==> src/rtl/ps2_rx.sv <==
// PS/2 device-to-host receiver: synchronizes and glitch-filters the bus,
// deframes start/8 data/odd parity/stop and strobes rda for each good byte.
module ps2_rx #(
    parameter int unsigned FILTER_LEN = 4,
    parameter int unsigned TIMEOUT    = 20000
) (
    input  logic       clk,
    input  logic       rst,
    input  logic       ps2_data,
    input  logic       ps2_clk,
    input  logic       rx_en,
    output logic       rda,
    output logic [7:0] data
);

    localparam int unsigned FLT_W = $clog2(FILTER_LEN + 1);
    localparam int unsigned WD_W  = $clog2(TIMEOUT + 1);

    typedef enum logic [1:0] {
        IDLE   = 2'd0,
        DATA   = 2'd1,
        PARITY = 2'd2,
        STOP   = 2'd3
    } state_e;

    state_e            state_q, state_d;
    logic [1:0]        clk_sync_q, clk_sync_d;
    logic [1:0]        dat_sync_q, dat_sync_d;
    logic              filt_q, filt_d;
    logic [FLT_W-1:0]  flt_cnt_q, flt_cnt_d;
    logic [2:0]        bit_cnt_q, bit_cnt_d;
    logic [7:0]        shift_q, shift_d;
    logic              parity_q, parity_d;
    logic [WD_W-1:0]   wd_q, wd_d;
    logic [7:0]        data_q, data_d;
    logic              rda_q, rda_d;
    logic              fall_c;
    logic              sample_c;

    always_comb begin
        clk_sync_d = {clk_sync_q[0], ps2_clk};
        dat_sync_d = {dat_sync_q[0], ps2_data};

        // Filtered level flips only after FILTER_LEN consecutive samples at the new level.
        filt_d    = filt_q;
        flt_cnt_d = '0;
        if (clk_sync_q[1] != filt_q) begin
            if (flt_cnt_q == FLT_W'(FILTER_LEN - 1)) begin
                filt_d = clk_sync_q[1];
            end else begin
                flt_cnt_d = flt_cnt_q + FLT_W'(1);
            end
        end

        fall_c   = filt_q & ~filt_d;
        sample_c = dat_sync_q[1];

        state_d   = state_q;
        bit_cnt_d = bit_cnt_q;
        shift_d   = shift_q;
        parity_d  = parity_q;
        data_d    = data_q;
        rda_d     = 1'b0;

        if (state_q == IDLE || fall_c) begin
            wd_d = '0;
        end else begin
            wd_d = wd_q + WD_W'(1);
        end

        if (!rx_en) begin
            state_d = IDLE;
            wd_d    = '0;
        end else if (state_q != IDLE && wd_q == WD_W'(TIMEOUT - 1)) begin
            // Device stalled mid-frame: drop the partial byte.
            state_d = IDLE;
            wd_d    = '0;
        end else if (fall_c) begin
            case (state_q)
                IDLE: begin
                    if (!sample_c) begin
                        state_d   = DATA;
                        shift_d   = '0;
                        bit_cnt_d = '0;
                    end
                end
                DATA: begin
                    shift_d   = {sample_c, shift_q[7:1]};
                    bit_cnt_d = bit_cnt_q + 3'd1;
                    if (bit_cnt_q == 3'd7) begin
                        state_d = PARITY;
                    end
                end
                PARITY: begin
                    parity_d = sample_c;
                    state_d  = STOP;
                end
                STOP: begin
                    state_d = IDLE;
                    if (sample_c && ((^shift_q) ^ parity_q)) begin
                        data_d = shift_q;
                        rda_d  = 1'b1;
                    end
                end
                default: state_d = IDLE;
            endcase
        end
    end

    always_ff @(posedge clk) begin
        if (!rst) begin
            state_q    <= IDLE;
            clk_sync_q <= 2'b11;
            dat_sync_q <= 2'b11;
            filt_q     <= 1'b1;
            flt_cnt_q  <= '0;
            bit_cnt_q  <= '0;
            shift_q    <= '0;
            parity_q   <= 1'b0;
            wd_q       <= '0;
            data_q     <= '0;
            rda_q      <= 1'b0;
        end else begin
            state_q    <= state_d;
            clk_sync_q <= clk_sync_d;
            dat_sync_q <= dat_sync_d;
            filt_q     <= filt_d;
            flt_cnt_q  <= flt_cnt_d;
            bit_cnt_q  <= bit_cnt_d;
            shift_q    <= shift_d;
            parity_q   <= parity_d;
            wd_q       <= wd_d;
            data_q     <= data_d;
            rda_q      <= rda_d;
        end
    end

    assign rda  = rda_q;
    assign data = data_q;

endmodule

==> config.mk <==
export PLATFORM = sky130hd
export DESIGN_NAME = ps2_rx
export DESIGN_NICKNAME = d
export VERILOG_FILES = /design/src/rtl/ps2_rx.sv
export SDC_FILE = /design/constraint.sdc
export NUM_CORES = 1
export LEC_CHECK = 0
export ABC_AREA = 1
export CAP_MARGIN = 20
export CORE_UTILIZATION = 53
export DETAILED_ROUTE_END_ITERATION = 8
export GPL_TIMING_DRIVEN = 0
export PLACE_DENSITY = 0.76
export SLEW_MARGIN = 20
export SYNTH_ARGS = -nofsm -noshare
export SYNTH_HDL_FRONTEND = slang
export SYNTH_SLANG_ARGS = --single-unit
==> constraint.sdc <==
create_clock -name clk -period 1.6 [get_ports clk]
set_input_delay 0.24 -clock clk [delete_from_list [all_inputs] [get_ports clk]]
set_output_delay 0.24 -clock clk [all_outputs]
set_load 0.05 [all_outputs]
==> reports/metrics.cfg, run 1 <==
[outcome]
status=complete, but fails checks
failed_checks=negative setup slack

[die]
dieHeight_um=68.25
core_area_um2=4115
die_width_um=68.25
start_util=0.5652
die_area_um2=4657
ioPinCount=14
floorplan.rows=23

[finish]
fillCellCount=307
drive_above_1_share=0.3373
post-route-util=0.7233
stdcell_area_um2=2977
antenna_cells=0
area_delta_synth_final_pct=27.97
fin_cells=382
nets=347

[grt]
grt_max_degree=13
grt_pass1_vias=1705
antenna_found_initial=0
grt-ovfl-total=0
grt_pass1_wl_mm=7.396
grtUsageTotal=0.2182

[sta]
fmax_mhz=608.3
fin_ws_ps=-43.84
post-route-min-period_ps=1644
worstMarginPinSlew_ps=656.3
finalCritPeriodShare=1.027
slew_violations=0
clock-skew-final_ps=6.508
finalHoldViolCount=0
relSlewSlack=0.5625
rsz0062_at_grt=true
holdWs_ps=417.2
setup_violations=16

[drt]
wl_mm=4.658
wl_per_cell_um=12.19
dr.pass1.iters=4
drc=0
vias=1938
avgViaCountPerCell=5.073
drt_iter0_markers=91
ant_nets=0

[min_path]
min_to=clk_sync_q[1]$_SDFF_PN1_
whs_path_depth=1
hp-start=clk_sync_q[0]$_SDFF_PN1_
hold_path_class=reg2reg

[place]
placed_cell_area_um2=2519
hpwl_mm=2.795
port_buffers=13
placed_cells=353
routabilityCongestion=0.7900

[synth]
seq_area_frac_synth=0.3959
synthArstFlopShare=0
syn_area_um2=2326
yosysWarnings=0
synth_cells=290
synth_seq_cells=46
syn-num-nets=305
synth_cell_type_count=31
synth_edf_count=0
ys.flop_type=dfxtp_1
avgSynthCellArea_um2=8.021

[setup_path]
r2r-start=state_q[1]$_SDFFE_PP0P_
r2r_end=shift_q[7]$_SDFFE_PN0P_
critical_path.max_stage_delay_ps=360
reg2reg_slack_ps=-40
worstSetupStartpointType=flop
crit_fanout=6
critical_path_class=reg2reg
path_cells=inv_4, ha_4, inv_4, nand3_2, nor2_2, nand2_2, buf_4, nand3_4, buf_6, nand2_1, nor3b_2
crit_buf_inv=4
cp_common_cell=inv_4
reg2reg_depth=11
crit_required_ps=1770
crit_family=simple AND/OR/NAND/NOR gates
cp.arrival_ps=1810
cp-end-kind=flop
crit_slowest_cell=dfxtp_2

[clock_tree]
cts_tree=yes
cts_max_level=2
cts-root-buf=clkbuf_8
cts_buffers=5
clk_pin_slew_ps=80
clkSinkCount=46
clockBufferDepth=2
clkLatencyLatePin_ps=300

[pwr]
p_per_area_nw_per_um2=630.4
p_leak_uw=0.001226
vdd_drop_max_mv=0.5081

[job]
cap_violations=0

-- registers in the layout, summed over array words and instances, names as in the netlist --
signal / flops
dat_sync_q: 2
state_q: 2
rda: 1
bit_cnt_q: 3
wd_q: 15
shift_q: 8
parity_q: 1
flt_cnt_q: 3
filt_q: 1
clk_sync_q: 2
data: 8
-- final cells by class --
class                      count  area (um2)  share of cell area
timing repair buffer          35       330.3              0.1110
multi-input combinational    201        1366              0.4590
clock buffer                   7       76.32             0.02564
sequential                    46       927.1              0.3115
tap                           50       62.56             0.02102
inverter                      35       136.4             0.04582
buffer                         8       77.57             0.02606
-- Yosys cell counts, types with 2 or more instances --
| cell type | n | area (um2) |
|---|---|---|
| nand2_1 | 56 | 210.2 |
| dfxtp_1 | 46 | 920.9 |
| inv_1 | 34 | 127.6 |
| nor2_1 | 31 | 116.4 |
| a21oi_1 | 26 | 130.1 |
| nand3_1 | 16 | 80.08 |
| ha_1 | 10 | 125.1 |
| nor3b_2 | 9 | 112.6 |
| nand2_2 | 6 | 37.54 |
| nand3_2 | 6 | 60.06 |
| or2_2 | 5 | 31.28 |
| buf_6 | 4 | 45.04 |
| nor2_2 | 4 | 25.02 |
| a21oi_2 | 3 | 26.28 |
| nand3b_1 | 3 | 22.52 |
| nor2_4 | 3 | 33.78 |
| nor3_1 | 3 | 15.01 |
| nor3_2 | 3 | 30.03 |
| nor3b_1 | 3 | 22.52 |
| o21ai_0 | 3 | 15.01 |
| xnor2_1 | 3 | 26.28 |
| clkbuf_1 | 2 | 7.510 |
| nand4_1 | 2 | 12.51 |
| xor2_1 | 2 | 17.52 |
-- through the flow --
stage	worst slack [ps]	setup TNS (ps)	total power [uW]
global placement	-112.0	-2541	1221
floorplan	22.59	0	1203
CTS	-21.09	-107.1	1886
finish	-43.84	-368.5	1877
global route	-150.3	-3469	1945
detailed placement	-145.6	-3429	1222
-- where the power goes --
group / switching, uW / internal [uW]
clock: 376 / 301
combinational: 27.8 / 20.0
sequential: 2.63 / 1150
total: 406 / 1470
-- worst max-delay path by stage --
| stage | from | end | slack, ps | cells past startpoint |
|---|---|---|---|---|
| 6_report | state_q[1]$_SDFFE_PP0P_ | shift_q[7]$_SDFFE_PN0P_ | -40 | 11 |
| 4_1_cts | flt_cnt_q[0]$_SDFF_PP0_ | shift_q[3]$_SDFFE_PN0P_ | -20 | 10 |
| 3_3_place_gp | state_q[0]$_SDFFE_PP0P_ | wd_q[9]$_SDFF_PP0_ | -110 | 11 |
| 3_5_place_dp | state_q[0]$_SDFFE_PP0P_ | wd_q[5]$_SDFF_PP0_ | -150 | 11 |
| 5_1_grt | flt_cnt_q[0]$_SDFF_PP0_ | data[7]$_SDFFE_PN0P_ | -150 | 11 |
| 2_1_floorplan | flt_cnt_q[0]$_SDFF_PP0_ | shift_q[1]$_SDFFE_PN0P_ | 20 | 10 |
-- cells in the final DEF (no fill, tap or decap), types with 2 or more instances in the layout --
| cell | n |
|---|---|
| buf_4 | 14 |
| ha_1 | 6 |
| nor2_2 | 5 |
| nor2_1 | 30 |
| nand2_4 | 2 |
| clkbuf_1 | 3 |
| inv_4 | 2 |
| xnor2_1 | 3 |
| nand4_1 | 2 |
| buf_8 | 2 |
| dfxtp_1 | 41 |
| a21oi_2 | 19 |
| inv_2 | 2 |
| nand2_2 | 6 |
| nand3_4 | 4 |
| inv_1 | 31 |
| nor3_1 | 3 |
| clkdlybuf4s50_1 | 4 |
| buf_6 | 10 |
| ha_4 | 3 |
| clkbuf_8 | 5 |
| o21ai_0 | 3 |
| xor2_1 | 2 |
| nor3b_2 | 11 |
| dlygate4sd2_1 | 9 |
| or2_2 | 5 |
| dfxtp_2 | 5 |
| nor3_2 | 3 |
| nand2_1 | 55 |
| nand3_2 | 5 |
| nand3b_1 | 3 |
| a21oi_1 | 10 |
| nor2_4 | 3 |
| nand3_1 | 13 |
-- per-layer routing --
layer  global-route usage  share of wire  vias to the layer above
met4               0.1198          0.018                        0
met1               0.2619           0.48                      905
met5                    0              0                        -
li1                     -              -                     1006
met3              0.04000          0.018                        7
met2               0.3640           0.49                       20
-- logic make-up after synthesis --
group | count (synthesis) | share of synthesized area
buffers and inverters | 43 | 0.08767
AOI/OAI and AO/OA | 33 | 0.07692
and+or+nand+nor | 152 | 0.3599
DFF | 46 | 0.3959
xor gates and xnor gates | 6 | 0.02583
adders and majority gates | 10 | 0.05379
-- repair_timing --
item | CTS | global route
gates cloned | 4 | 0
hold buffers | 0 | 0
pin swaps | 13 | 10
setup buffers | 14 | 4
gates resized for setup | 57 | 11
endpoints found under the setup margin | 42 | 35
Power figures use the tool's default switching activity.
==> run 2, diff against run 1 <==
SLEW_MARGIN = not set   (was 20)
==> results of run 2 <==
Same layout as run 1: the final DEF is identical, and so are final timing and power.
==> run 3, diff against run 2 <==
CORE_UTILIZATION = 48   (was 53)
CTS_CLUSTER_SIZE = 24   (was not set)
PLACE_DENSITY = 0.7   (was 0.76)
==> reports/metrics.cfg, run 3 (synthesis results as in run 1) <==
[die]
dieHeight_um=71.61  ; was 68.25 um
ioPinCount=14  ; unchanged
floorplan.rows=24  ; was 23
start_util=0.5164  ; was 0.5652
core_area_um2=4504  ; was 4115 um2
die_width_um=71.61  ; was 68.25 um
die_area_um2=5128  ; was 4657 um2

[setup_path]
crit_fanout=6  ; unchanged
cp-end-kind=flop  ; unchanged
path_cells=ha_4, ha_4, nand2_4, nor2_4, nand2_2, a21oi_2, nand3_4, buf_8, a21oi_4, nor3b_2  ; was inv_4, ha_4, inv_4, nand3_2, nor2_2, nand2_2, buf_4, nand3_4, buf_6, nand2_1, nor3b_2
crit_required_ps=1770  ; about the same
cp_common_cell=ha_4  ; was inv_4
critical_path_class=reg2reg  ; unchanged
critical_path.max_stage_delay_ps=360  ; about the same
cp.arrival_ps=1800  ; was 1810 ps
worstSetupStartpointType=flop  ; unchanged
crit_slowest_cell=dfxtp_2  ; unchanged

[clock_tree]
clkLatencyLatePin_ps=300  ; about the same
cts_buffers=5  ; unchanged
cts_max_level=2  ; unchanged
clockBufferDepth=2  ; unchanged
clk_pin_slew_ps=80  ; about the same
clkSinkCount=46  ; unchanged
cts_tree=yes  ; unchanged
hold_buffers=0  ; unchanged
cts-root-buf=clkbuf_8  ; unchanged

[sta]
finalCritPeriodShare=1.018  ; was 1.027
holdWs_ps=419.2  ; was 417.2 ps
rsz0062_at_grt=true  ; unchanged
setup_violations=7  ; was 16
slew_violations=0  ; unchanged
relSlewSlack=0.5883  ; was 0.5625
clock-skew-final_ps=6.009  ; was 6.508 ps
post-route-min-period_ps=1629  ; was 1644 ps
fin_ws_ps=-28.69  ; was -43.84 ps
fmax_mhz=614.0  ; was 608.3 MHz
finalHoldViolCount=0  ; unchanged
worstMarginPinSlew_ps=617.5  ; was 656.3 ps

[place]
dpl_worst_slack_ps=-147.3  ; was -145.6 ps
hpwl_mm=2.796  ; was 2.795 mm
routabilityCongestion=0.7916  ; was 0.7900
port_buffers=13  ; unchanged

[grt]
grt-ovfl-total=0  ; unchanged
grt_pass1_vias=1718  ; was 1705
grt_pass1_wl_mm=7.603  ; was 7.396 mm
grtUsageTotal=0.1906  ; was 0.2182
grt_max_degree=14  ; was 13
antenna_found_initial=0  ; unchanged

[drt]
vias=1881  ; was 1938
ant_nets=0  ; unchanged
wl_mm=4.345  ; was 4.658 mm
drt_iter0_markers=45  ; was 91
wl_per_cell_um=11.46  ; was 12.19 um
drc=0  ; unchanged
avgViaCountPerCell=4.963  ; was 5.073
dr.pass1.iters=4  ; unchanged

[finish]
largest_reg_flops=15  ; unchanged
drive_above_1_share=0.3425  ; was 0.3373
area_delta_synth_final_pct=31.31  ; was 27.97%
final_cell_mix=nand2_1, dfxtp_1, inv_1  ; unchanged
top_register=wd_q  ; unchanged
final_common_cell=nand2_1  ; unchanged
nets=341  ; was 347
antenna_cells=0  ; unchanged

[pwr]
vdd_drop_max_mv=0.3257  ; was 0.5081 mV
p_per_area_nw_per_um2=672.0  ; was 630.4 nW/um2
p_leak_uw=0.001254  ; was 0.001226 uW
p_total_uw=2052  ; was 1877 uW

[job]
cap_violations=0  ; unchanged

[outcome]
status=complete, but fails checks  ; unchanged
failed_checks=negative setup slack  ; unchanged

[min_path]
hold_path_class=reg2reg  ; unchanged

==> run 3: layer usage <==
metal / vias to the layer above / share of wire / track usage
met5: - / 0 / 0
met4: 0 / 0.017 / 0.07190
met3: 8 / 0.024 / 0.04641
met2: 19 / 0.46 / 0.3092
met1: 860 / 0.49 / 0.2464
li1: 994 / - / -
==> run 3: power by group <==
part / switching [uW] / internal (uW)
Clock: 383 / 468
Sequential: 3.58 / 1150
Combinational: 28.9 / 21.8
==> run 3: what timing repair did <==
item	CTS	global route
setup buffers	10	2
gates resized for setup	53	26
cloned	4	0
endpoints found under the setup margin	43	32
pin swaps	14	12
==> run 3: final timing paths <==
check / startpoint / end / slack (ps) / cells after the start
setup / recovery: flt_cnt_q[0]$_SDFF_PP0_ / shift_q[3]$_SDFFE_PN0P_ / -30 / 10
hold / removal: dat_sync_q[0]$_SDFF_PN1_ / dat_sync_q[1]$_SDFF_PN1_ / 420 / 1
hold reg to reg: dat_sync_q[0]$_SDFF_PN1_ / dat_sync_q[1]$_SDFF_PN1_ / 420 / 1
setup reg to reg: flt_cnt_q[0]$_SDFF_PP0_ / shift_q[3]$_SDFFE_PN0P_ / -30 / 10
==> run 3: layout make-up <==
type / instances / area [um2]
fill: 353 / 1450
multi-input combinational: 201 / 1449
sequential: 46 / 930.9
timing repair buffer: 29 / 287.8
inverter: 35 / 133.9
buffer: 8 / 81.33
clock buffer: 7 / 76.32
tap: 52 / 65.06
clock inverter: 1 / 30.03
==> run 3: stage by stage <==
stage | TNS, ps | util | std cells | instance area, um2
after global placement | -2810 | 0.5597 | 355 | 2521
after global routing | -1726 | 0.6781 | 379 | 3054
after detailed placement | -3474 | 0.5597 | 355 | 2521
after CTS | -192.4 | 0.6494 | 377 | 2925
after floorplan | 0 | - | 290 | 2326
final | -136.1 | 0.6781 | 379 | 3054
==> run 3: worst max-delay path: cells and delay by family (launching register included) <==
family | cells | cell delay (ps)
and+or+nand+nor | 5 | 440
AOI/OAI and AO/OA | 2 | 260
DFF | 1 | 360
adders and majority gates | 2 | 270
buffers and inverters | 1 | 180
